$ cat src/rtl/ristretto_dec_seq.sv
// ristretto_dec_seq: decode-stage sequencer for the Ristretto core.
// Owns the instruction register and the fetch/execute handshakes.
// CSR-class SYSTEM instructions are split into two micro-steps.
// Decoder-flagged invalid instructions become a trap that holds until flush.
// Optional build macro RISTRETTO_DEC_SEQ_PERF_EN adds the stall and retire counters.
//
// state    | meaning
// ---------+---------------------------------------------------
// ST_IDLE  | IR empty, ready to accept from fetch
// ST_ISSUE | IR full, presenting micro-step 0
// ST_STEP1 | IR full, presenting micro-step 1 (CSR ops only)
// ST_TRAP  | invalid instruction seen, waiting for flush
module ristretto_dec_seq #(
    parameter int DataWidth = 32,
    parameter int AddrWidth = 32
) (
    input  logic                 clk_i,
    input  logic                 rst_i,
    input  logic                 if_valid_i,
    output logic                 if_ready_o,
    input  logic [DataWidth-1:0] if_instr_i,
    input  logic [AddrWidth-1:0] if_pc_i,
    output logic [DataWidth-1:0] dec_instr_o,
    input  logic [8:0]           dec_addr_i,
    input  logic                 dec_invalid_i,
    output logic                 ex_valid_o,
    input  logic                 ex_ready_i,
    output logic [8:0]           ex_urom_addr_o,
    output logic                 ex_ustep_o,
    output logic                 ex_last_o,
    output logic [AddrWidth-1:0] ex_pc_o,
    input  logic                 flush_i,
    output logic                 trap_o,
    output logic [AddrWidth-1:0] trap_pc_o
`ifdef RISTRETTO_DEC_SEQ_PERF_EN
    ,
    output logic [31:0]          perf_stall_cnt_o,
    output logic [31:0]          perf_instr_cnt_o
`endif
);

    // NOP (ADDI x0,x0,0) keeps the decoder quiet while the IR holds no real work.
    localparam logic [DataWidth-1:0] NopInstr    = DataWidth'(32'h00000013);
    localparam logic [4:0]           ClassSystem = 5'b11100;

    typedef enum logic [1:0] {
        ST_IDLE,
        ST_ISSUE,
        ST_STEP1,
        ST_TRAP
    } state_t;

    state_t               state_q;
    state_t               state_d;
    logic [DataWidth-1:0] ir_q;
    logic [AddrWidth-1:0] pc_q;
    logic [AddrWidth-1:0] trap_pc_q;

    logic in_exec;
    logic two_step;
    logic ex_fire;
    logic accept;

    assign dec_instr_o    = ir_q;
    assign ex_urom_addr_o = dec_addr_i;
    assign ex_pc_o        = pc_q;
    assign trap_pc_o      = trap_pc_q;

    // Handshake and micro-step outputs derived from the current state and decoder.
    always_comb begin
        in_exec    = (state_q == ST_ISSUE) || (state_q == ST_STEP1);
        // ECALL/EBREAK share the SYSTEM class but have funct3 == 0 and stay single-step.
        two_step   = (dec_addr_i[8:4] == ClassSystem) && (ir_q[14:12] != 3'b000);
        ex_valid_o = in_exec && !dec_invalid_i;
        ex_ustep_o = (state_q == ST_STEP1);
        ex_last_o  = (state_q == ST_STEP1) || ((state_q == ST_ISSUE) && !two_step);
        ex_fire    = ex_valid_o && ex_ready_i;
        // Retiring the last micro-op frees the IR in the same cycle for back-to-back issue.
        if_ready_o = !flush_i && ((state_q == ST_IDLE) || (ex_fire && ex_last_o));
        accept     = if_valid_i && if_ready_o;
        trap_o     = !flush_i && (state_q == ST_ISSUE) && dec_invalid_i;
    end

    // Next-state selection; flush overrides everything.
    always_comb begin
        state_d = state_q;
        if (flush_i) begin
            state_d = ST_IDLE;
        end else begin
            unique case (state_q)
                ST_IDLE: begin
                    if (accept) state_d = ST_ISSUE;
                end
                ST_ISSUE: begin
                    if (dec_invalid_i) begin
                        state_d = ST_TRAP;
                    end else if (ex_ready_i) begin
                        if (two_step)    state_d = ST_STEP1;
                        else if (accept) state_d = ST_ISSUE;
                        else             state_d = ST_IDLE;
                    end
                end
                ST_STEP1: begin
                    if (ex_fire) state_d = accept ? ST_ISSUE : ST_IDLE;
                end
                ST_TRAP: begin
                    state_d = ST_TRAP;
                end
                default: state_d = ST_IDLE;
            endcase
        end
    end

    // State register.
    always_ff @(posedge clk_i or posedge rst_i) begin
        if (rst_i) state_q <= ST_IDLE;
        else       state_q <= state_d;
    end

    // Instruction register and its PC; flush parks a NOP in the IR.
    always_ff @(posedge clk_i or posedge rst_i) begin
        if (rst_i) begin
            ir_q <= NopInstr;
            pc_q <= '0;
        end else if (flush_i) begin
            ir_q <= NopInstr;
        end else if (accept) begin
            ir_q <= if_instr_i;
            pc_q <= if_pc_i;
        end
    end

    // Trap PC captured on the trap pulse and held until the pipeline is flushed.
    always_ff @(posedge clk_i or posedge rst_i) begin
        if (rst_i)        trap_pc_q <= '0;
        else if (flush_i) trap_pc_q <= '0;
        else if (trap_o)  trap_pc_q <= pc_q;
    end

`ifdef RISTRETTO_DEC_SEQ_PERF_EN
    // Stall and retire counters; they wrap and survive flushes.
    always_ff @(posedge clk_i or posedge rst_i) begin
        if (rst_i) begin
            perf_stall_cnt_o <= '0;
            perf_instr_cnt_o <= '0;
        end else begin
            if (ex_valid_o && !ex_ready_i) perf_stall_cnt_o <= perf_stall_cnt_o + 32'd1;
            if (ex_fire && ex_last_o)      perf_instr_cnt_o <= perf_instr_cnt_o + 32'd1;
        end
    end
`endif

endmodule
$ cat config.mk
export PLATFORM = sky130hd
export DESIGN_NAME = ristretto_dec_seq
export DESIGN_NICKNAME = d
export VERILOG_FILES = /design/src/rtl/ristretto_dec_seq.sv
export SDC_FILE = /design/constraint.sdc
export NUM_CORES = 1
export LEC_CHECK = 0
export CORE_ASPECT_RATIO = 1.2
export CORE_UTILIZATION = 46
export CTS_BUF_LIST = sky130_fd_sc_hd__clkbuf_2 sky130_fd_sc_hd__clkbuf_4 sky130_fd_sc_hd__clkbuf_8
export DETAILED_ROUTE_END_ITERATION = 12
export HOLD_SLACK_MARGIN = 0.1
export PLACE_DENSITY = 0.88
export SETUP_SLACK_MARGIN = 0.02
export SLEW_MARGIN = 20
export SYNTH_ARGS = -nofsm -noshare
export SYNTH_HDL_FRONTEND = slang
export SYNTH_SLANG_ARGS = --single-unit
$ cat constraint.sdc
create_clock -name clk_i -period 11.1 [get_ports clk_i]
set_input_delay 3.33 -clock clk_i [delete_from_list [all_inputs] [get_ports clk_i]]
set_output_delay 3.33 -clock clk_i [all_outputs]
set_load 0.02 [all_outputs]
* Word level (Yosys, flattened, before mapping)
Cells that the tools add are included.
** Cells by class
- Equal/unequal tests :: 7
- Multiplexer cells :: 12
- Bitwise gates (word level) :: 1
- Reduce and logical (&&, ||, !) cells :: 21
** Operator list (count)
- two-way mux 32 bit :: 4
- two-way mux 2 bit :: 6
- logical AND 1 bit :: 9
- case mux 2 bit (4 select lines) :: 1
- == test 5 bit, second input constant :: 1
- == test 2 bit, second input constant :: 2
- inequality test 4 bit, second input constant :: 1
- nonzero test 2 bit :: 2
- logical NOT 1 bit :: 3
- logical OR 1 bit :: 3
- inequality test 3 x 1 -> 1 bit, second input constant :: 1
- inequality test 3 bit, second input constant :: 1
- AND reduction 3 bit :: 1
- nonzero test 3 bit :: 1
- == test 2 x 1 -> 1 bit, second input constant :: 1
- logical NOT 2 bit :: 1
- AND reduction 2 bit :: 1
- two-way mux 1 bit :: 1
- NOT 1 bit :: 1
** Storage, ports and cells
- Flip-flop bits (word level) :: 98
- Output and inout bits :: 110
- Logic and storage cells :: 45

* Depth between registers and ports, before layout
Gate-level depths: netlist of the first run.
- Depth after elaboration :: 15
- Gate-level depth with buffers :: 10

* Least setup slack after synthesis of the first run
No wires, ideal clock.
- Kind :: in2out
- Start point :: in dec_invalid_i
- End point :: out if_ready_o
- Arrival time :: 4.234 ns
- Required time :: 7.770 ns
- Slack :: 3.536 ns
- Cell stages on the path :: 4
- Path buffers :: 0
- Cell sequence :: nor2b_1 -> a21o_1 -> nand2_1 -> nor2_1
** Between the ends
- Longest elaborated chain between the ends :: 6
** RTL lines
- start, declared :: RTL line 25 : input logic dec_invalid_i,
- logical NOT 1 bit :: RTL line 74 : ex_valid_o = in_exec && !dec_invalid_i;
- logical AND 1 bit :: RTL line 74
- logical AND 1 bit :: RTL line 77 : ex_fire = ex_valid_o && ex_ready_i;
- logical AND 1 bit :: RTL line 79 : if_ready_o = !flush_i && ((state_q == ST_IDLE) || (ex_fire && ex_last_o));
- logical OR 1 bit :: RTL line 79
- logical AND 1 bit :: RTL line 79
- end, declared :: RTL line 20 : output logic if_ready_o,
No other way between the ends.

* Final worst setup path of the first run
- Start point :: in dec_invalid_i
- End point :: out trap_o
** Between the ends
- Longest elaborated chain between the ends :: 1
** RTL lines
- logical AND 1 bit :: RTL line 81 : trap_o = !flush_i && (state_q == ST_ISSUE) && dec_invalid_i;
- end, declared :: RTL line 33 : output logic trap_o,
No other way between the ends.

==> flow_metrics.tcl, run 1 <==
set metrics [dict create \
    p_per_area_nw_per_um2 163 \
    rr_worst_depth 8 \
    post_drt_wl_per_cell_um 15.1 \
    syn-instance-count 462 \
    cp.arrival_ns 5.05 \
    finalWirelength_um 11200 \
    post-cts-setup-buffers 0 \
    drt-initial-drc-count 188 \
    min_path_type "reg -> reg" \
    clockBufferDepth 2 \
    finClkSkew_ns 0.00622 \
    min_from "ex_pc_o[8]" \
    grt_overflow 0 \
    dp_hpwl_um 7890 \
    drc 0 \
    antenna_cells 0 \
    antenna_found_initial 0 \
    relSlewSlack_pct 52.1 \
    cts_hold_buf 0 \
    required_ns 7.77 \
    p_total_uw 1000 \
    dp.cells 724 \
    final_cell_mix "217 x nand2_1, 179 x clkdlybuf4s50_1, 95 x dfrtp_1" \
    fin_setup_tns_ns 0 \
    avgSynthCellArea_um2 8.99 \
    r2r_end "dec_instr_o[9]" \
    grt_start_max_net_pins 70 \
    worst-setup-path-type "in -> out" \
    core_area_um2 8660 \
    yosysWarningCount 0 \
    crit_path_end_kind "output port" \
    fp.dieH_um 106 \
    fin_nets 702 \
    io_pins 189 \
    die-width_um 88.8 \
    netlist_area_um2 4160 \
    root_buffer "clkbuf_8" \
    fin_crit_sh_pct 75.5 \
    ir_drop_mv 0.0928 \
    drive_gt1_share_pct 4.82 \
    status "finished, final reports clean" \
    layout_commonest_cell "nand2_1" \
    synth_seq_area_share_pct 59.1 \
    setup_violations 0 \
    r2r_slack_ns 8.58 \
    hold_viol 0 \
    synth_top_area_cell "dfrtp_1" \
    numPortBuffers 180 \
    synthesis.nets 546 \
    drtAntennaViolNets 0 \
    synthFlopType "dfrtp_1" \
    cap_violations 0 \
    place_area_um2 5930 \
    holdPathStages 2 \
    insertion_delay_ns 0.36 \
    slew_viol_final 0 \
    grt_setup_unrepaired "false" \
    yosys-top-cells-area "dfrtp_1 57%, nand2_1 20%, nand3b_1 4.7%, a21oi_1 4.1%, buf_4 2.2%" \
    grt_pass1_vias 3836 \
    final_util_pct 71.2 \
    tritoncts "done" \
    htree_levels 3 \
    synth_top_area_share_pct 57.2 \
    finalInstanceArea_um2 6160 \
    start_util_pct 48.0 \
    reg2reg_from "state_q[0]" \
    cts_resized 0 \
    period_minus_slack_ns 8.38 \
    first_pass_iters 4 \
    synth-edff-count 0 \
    p_leak_uw 0.00282 \
    grt_pass1_wl_um 17800 \
    cp_max_fo 33 \
    path_clk_slew_ns 0.09 \
    ys_types 30 \
    async_reset_ff_share_pct 100 \
    fmax_mhz 119 \
    whs_endpoint "ex_pc_o[8]" \
    final_cell_count_no_fill 740 \
    start_kind "input port" \
    worst_slew_pin_slew_ns 0.718 \
    numCtsBuffers 9 \
    synth-seq-cells 98 \
    num_vias 3693 \
    cts_sinks 98 \
    gp_congestion 0.845 \
    viasPerCell 4.99 \
    gr-usage-all-layers_pct 24.6 \
    row_count 37 \
    syn_to_final_growth_pct 48.3 \
    die_area_um2 9420 \
]
how the worst max path moves through the flow:
stage               slack [ns]           from         end
global route              2.60  dec_invalid_i      trap_o
detailed placement        2.38  dec_invalid_i      trap_o
CTS                       2.38  dec_invalid_i      trap_o
finish                    2.72  dec_invalid_i      trap_o
global placement          2.42  dec_invalid_i      trap_o
floorplan                 3.54  dec_invalid_i  if_ready_o
cells by family after synthesis:
kind of cell             share of synthesized area (%)
AND/OR/NAND/NOR                                   28.3
adder cells (fa/ha/maj)                           1.51
buffers and inverters                             5.27
AO/OA/AOI/OAI                                     5.60
multiplexers                                     0.241
flip-flops                                        59.1
worst max-delay path: stages:
cell,delay (ns)
clkdlybuf4s50_1,0.53
nand2_2,0.37
nor2_1,0.20
clkdlybuf4s50_1,0.62
per-stage QoR:
step | hold slack, ns | setup slack (ns)
finish | 0.509 | 2.72
global route | 0.536 | 2.60
CTS | 0.517 | 2.38
detailed placement | 0.495 | 2.38
global placement | 0.483 | 2.42
floorplan | 0.543 | 3.54
layer usage:
metal	GRT usage, %	vias to the layer above	wire length [um]
met5	0	-	0
li1	-	1758	-
met2	41.2	137	5690
met4	12.9	0	379
met3	5.51	29	735
met1	29.0	1769	4360
flip-flops by register name, summed over array words and instances, names as in the netlist:
| name | count |
|---|---|
| ex_pc_o | 32 |
| trap_pc_o | 32 |
| state_q | 2 |
| dec_instr_o | 32 |
power by group:
| part | leakage, uW | total [uW] | switching [uW] | internal [uW] |
|---|---|---|---|---|
| registers | 0.00129 | 445 | 37.8 | 407 |
| clock network | 0.000106 | 255 | 126 | 128 |
| logic | 0.00142 | 304 | 162 | 142 |
| total | 0.00282 | 1000 | 326 | 678 |
synthesized netlist by cell type, drive strengths merged, types with 2 or more instances:
| cell type | count |
|---|---|
| nand3b | 26 |
| nand2b | 4 |
| o21ai | 3 |
| clkbuf | 20 |
| nand4 | 2 |
| inv | 6 |
| nor2 | 12 |
| ha | 5 |
| a21oi | 34 |
| dfstp | 3 |
| nor3 | 3 |
| buf | 17 |
| nor2b | 2 |
| nand2 | 218 |
| dfrtp | 95 |
final cells by class:
cell class	count	area, um2
tap	117	146
clock inverter	7	101
timing repair buffer	182	1810
inverter	6	25.0
fill	653	2500
sequential	98	2460
clock buffer	9	124
multi-input combinational	321	1490
No activity file was read; power rests on OpenSTA's default activity.
==> run 2, diff against run 1 <==
Settings changed: CORE_UTILIZATION 46 to 39, PLACE_DENSITY 0.88 to 0.79.
Clock period 11.1 ns to 7.4 ns, I/O delays scaled along.
==> flow_metrics.tcl, run 2 (same netlist as run 1, synthesis figures left out) <==
set metrics [dict create \
    critPathMaxStageDelay_ns 0.68 \
    fin_nets 706 \
    cts_hold_buf 0 \
    reg2reg_from "state_q[0]" \
    tritoncts "done" \
    grtUsageMet3_pct 5.03 \
    first_pass_iters 4 \
    cp_max_fo 3 \
    required_ns 5.18 \
    crit_path_end_kind "output port" \
    gp_congestion 0.848 \
    p_per_area_nw_per_um2 248 \
    met2_usage_pct 37.6 \
    min_path_type "reg -> reg" \
    cp.arrival_ns 3.91 \
    path_clk_slew_ns 0.08 \
    r2r_slack_ns 4.64 \
    ir_drop_mv 0.115 \
    pre_cts_slack_ns 1.28 \
    io_pins 189 \
    final_cell_mix "218 x nand2_1, 179 x clkdlybuf4s50_1, 95 x dfrtp_1" \
    fin_setup_tns_ns 0 \
    grt_pass1_vias 3821 \
    worst-setup-path-type "in -> out" \
    cts_resized 0 \
    path_cells "clkdlybuf4s50_1 > and4b_1 > a41oi_1 > clkdlybuf4s50_1" \
    slew_viol_final 0 \
    numPortBuffers 180 \
    root_buffer "clkbuf_8" \
    finClkSkew_ns 0.00935 \
    row_count 40 \
    whs_endpoint "ex_pc_o[7]" \
    grt_start_max_net_pins 62 \
    fillers 887 \
    cpMostUsedCell "clkdlybuf4s50_1" \
    drc 0 \
    core_area_um2 10200 \
    rr_worst_depth 8 \
    fp.dieH_um 115 \
    post_drt_wl_per_cell_um 14.7 \
    grt_setup_unrepaired "false" \
    critical-path-slowest-cell "clkdlybuf4s50_1" \
    antenna_found_initial 0 \
    hold_viol 0 \
    dp_hpwl_um 7830 \
    antenna_cells 0 \
    fmax_mhz 163 \
    fin_crit_sh_pct 82.9 \
    die_area_um2 11100 \
    status "finished, final reports clean" \
    htree_levels 3 \
    start_kind "input port" \
    finalWirelength_um 11000 \
    min_from "ex_pc_o[7]" \
    viasPerCell 4.88 \
    relSlewSlack_pct 52.0 \
    num_vias 3667 \
    clockBufferDepth 2 \
    post-cts-setup-buffers 0 \
    worst_slew_pin_slew_ns 0.721 \
    insertion_delay_ns 0.35 \
    holdPathStages 2 \
    grtUsageMet1_pct 23.0 \
    cts_sinks 98 \
    setup_violations 0 \
    period_minus_slack_ns 6.13 \
    place_area_um2 5970 \
    start_util_pct 40.7 \
    cap_violations 0 \
    grt_pass1_wl_um 17800 \
    drtAntennaViolNets 0 \
    grt_overflow 0 \
    drive_gt1_share_pct 4.95 \
    syn_to_final_growth_pct 49.6 \
    setup_slack_ns 1.27 \
    finalInstanceArea_um2 6220 \
    numCtsBuffers 9 \
    p_leak_uw 0.00285 \
    drt-initial-drc-count 140 \
    die-width_um 96.2 \
    layout_commonest_cell "nand2_1" \
    r2r_end "state_q[0]" \
    gr-usage-all-layers_pct 20.9 \
    top_usage_layer "met2" \
]
[run 2: worst max-delay path, delay by kind of cell]
kind,cells,cell delay (ns)
buffers and inverters,2,1.16
AOI/OAI and AO/OA,1,0.29
and+or+nand+nor,1,0.24
[run 2: routing by layer]
| layer | share of wire [%] | vias to the layer above | wire (um) |
|---|---|---|---|
| li1 | - | 1770 | - |
| met1 | 39 | 1749 | 4290 |
| met2 | 52 | 127 | 5710 |
| met3 | 7.2 | 21 | 795 |
| met4 | 2.2 | 0 | 244 |
| met5 | 0 | - | 0 |
[run 2: through the flow]
step	power [uW]	utilization, %	std cells	hold slack [ns]
3_5_place_dp	1140	58.4	737	0.489
4_1_cts	1560	60.9	752	0.513
5_1_grt	1620	60.9	752	0.533
2_1_floorplan	898	-	462	0.543
3_3_place_gp	1120	58.4	737	0.486
6_report	1540	60.9	752	0.504
[run 2: power by group]
part	internal [uW]	switching (uW)
registers	611	54.7
clock network	242	177
logic	214	242
[run 2: worst max path at each step]
stage | startpoint | endpoint | slack, ns | cells past startpoint
after floorplan | dec_invalid_i | if_ready_o | 2.06 | 4
after detailed placement | dec_addr_i[4] | ex_last_o | 1.28 | 4
after CTS | dec_addr_i[4] | ex_last_o | 1.27 | 4
final | dec_addr_i[4] | ex_last_o | 1.27 | 4
after global routing | dec_invalid_i | if_ready_o | 1.21 | 6
after global placement | dec_invalid_i | if_ready_o | 1.36 | 6
[run 2: layout make-up]
type | instances | area [um2] | area share, %
sequential | 98 | 2460 | 39.5
timing repair buffer | 186 | 1840 | 29.6
multi-input combinational | 321 | 1490 | 23.9
tap | 126 | 158 | 2.54
clock buffer | 11 | 151 | 2.44
clock inverter | 4 | 98.8 | 1.59
inverter | 6 | 25.0 | 0.402
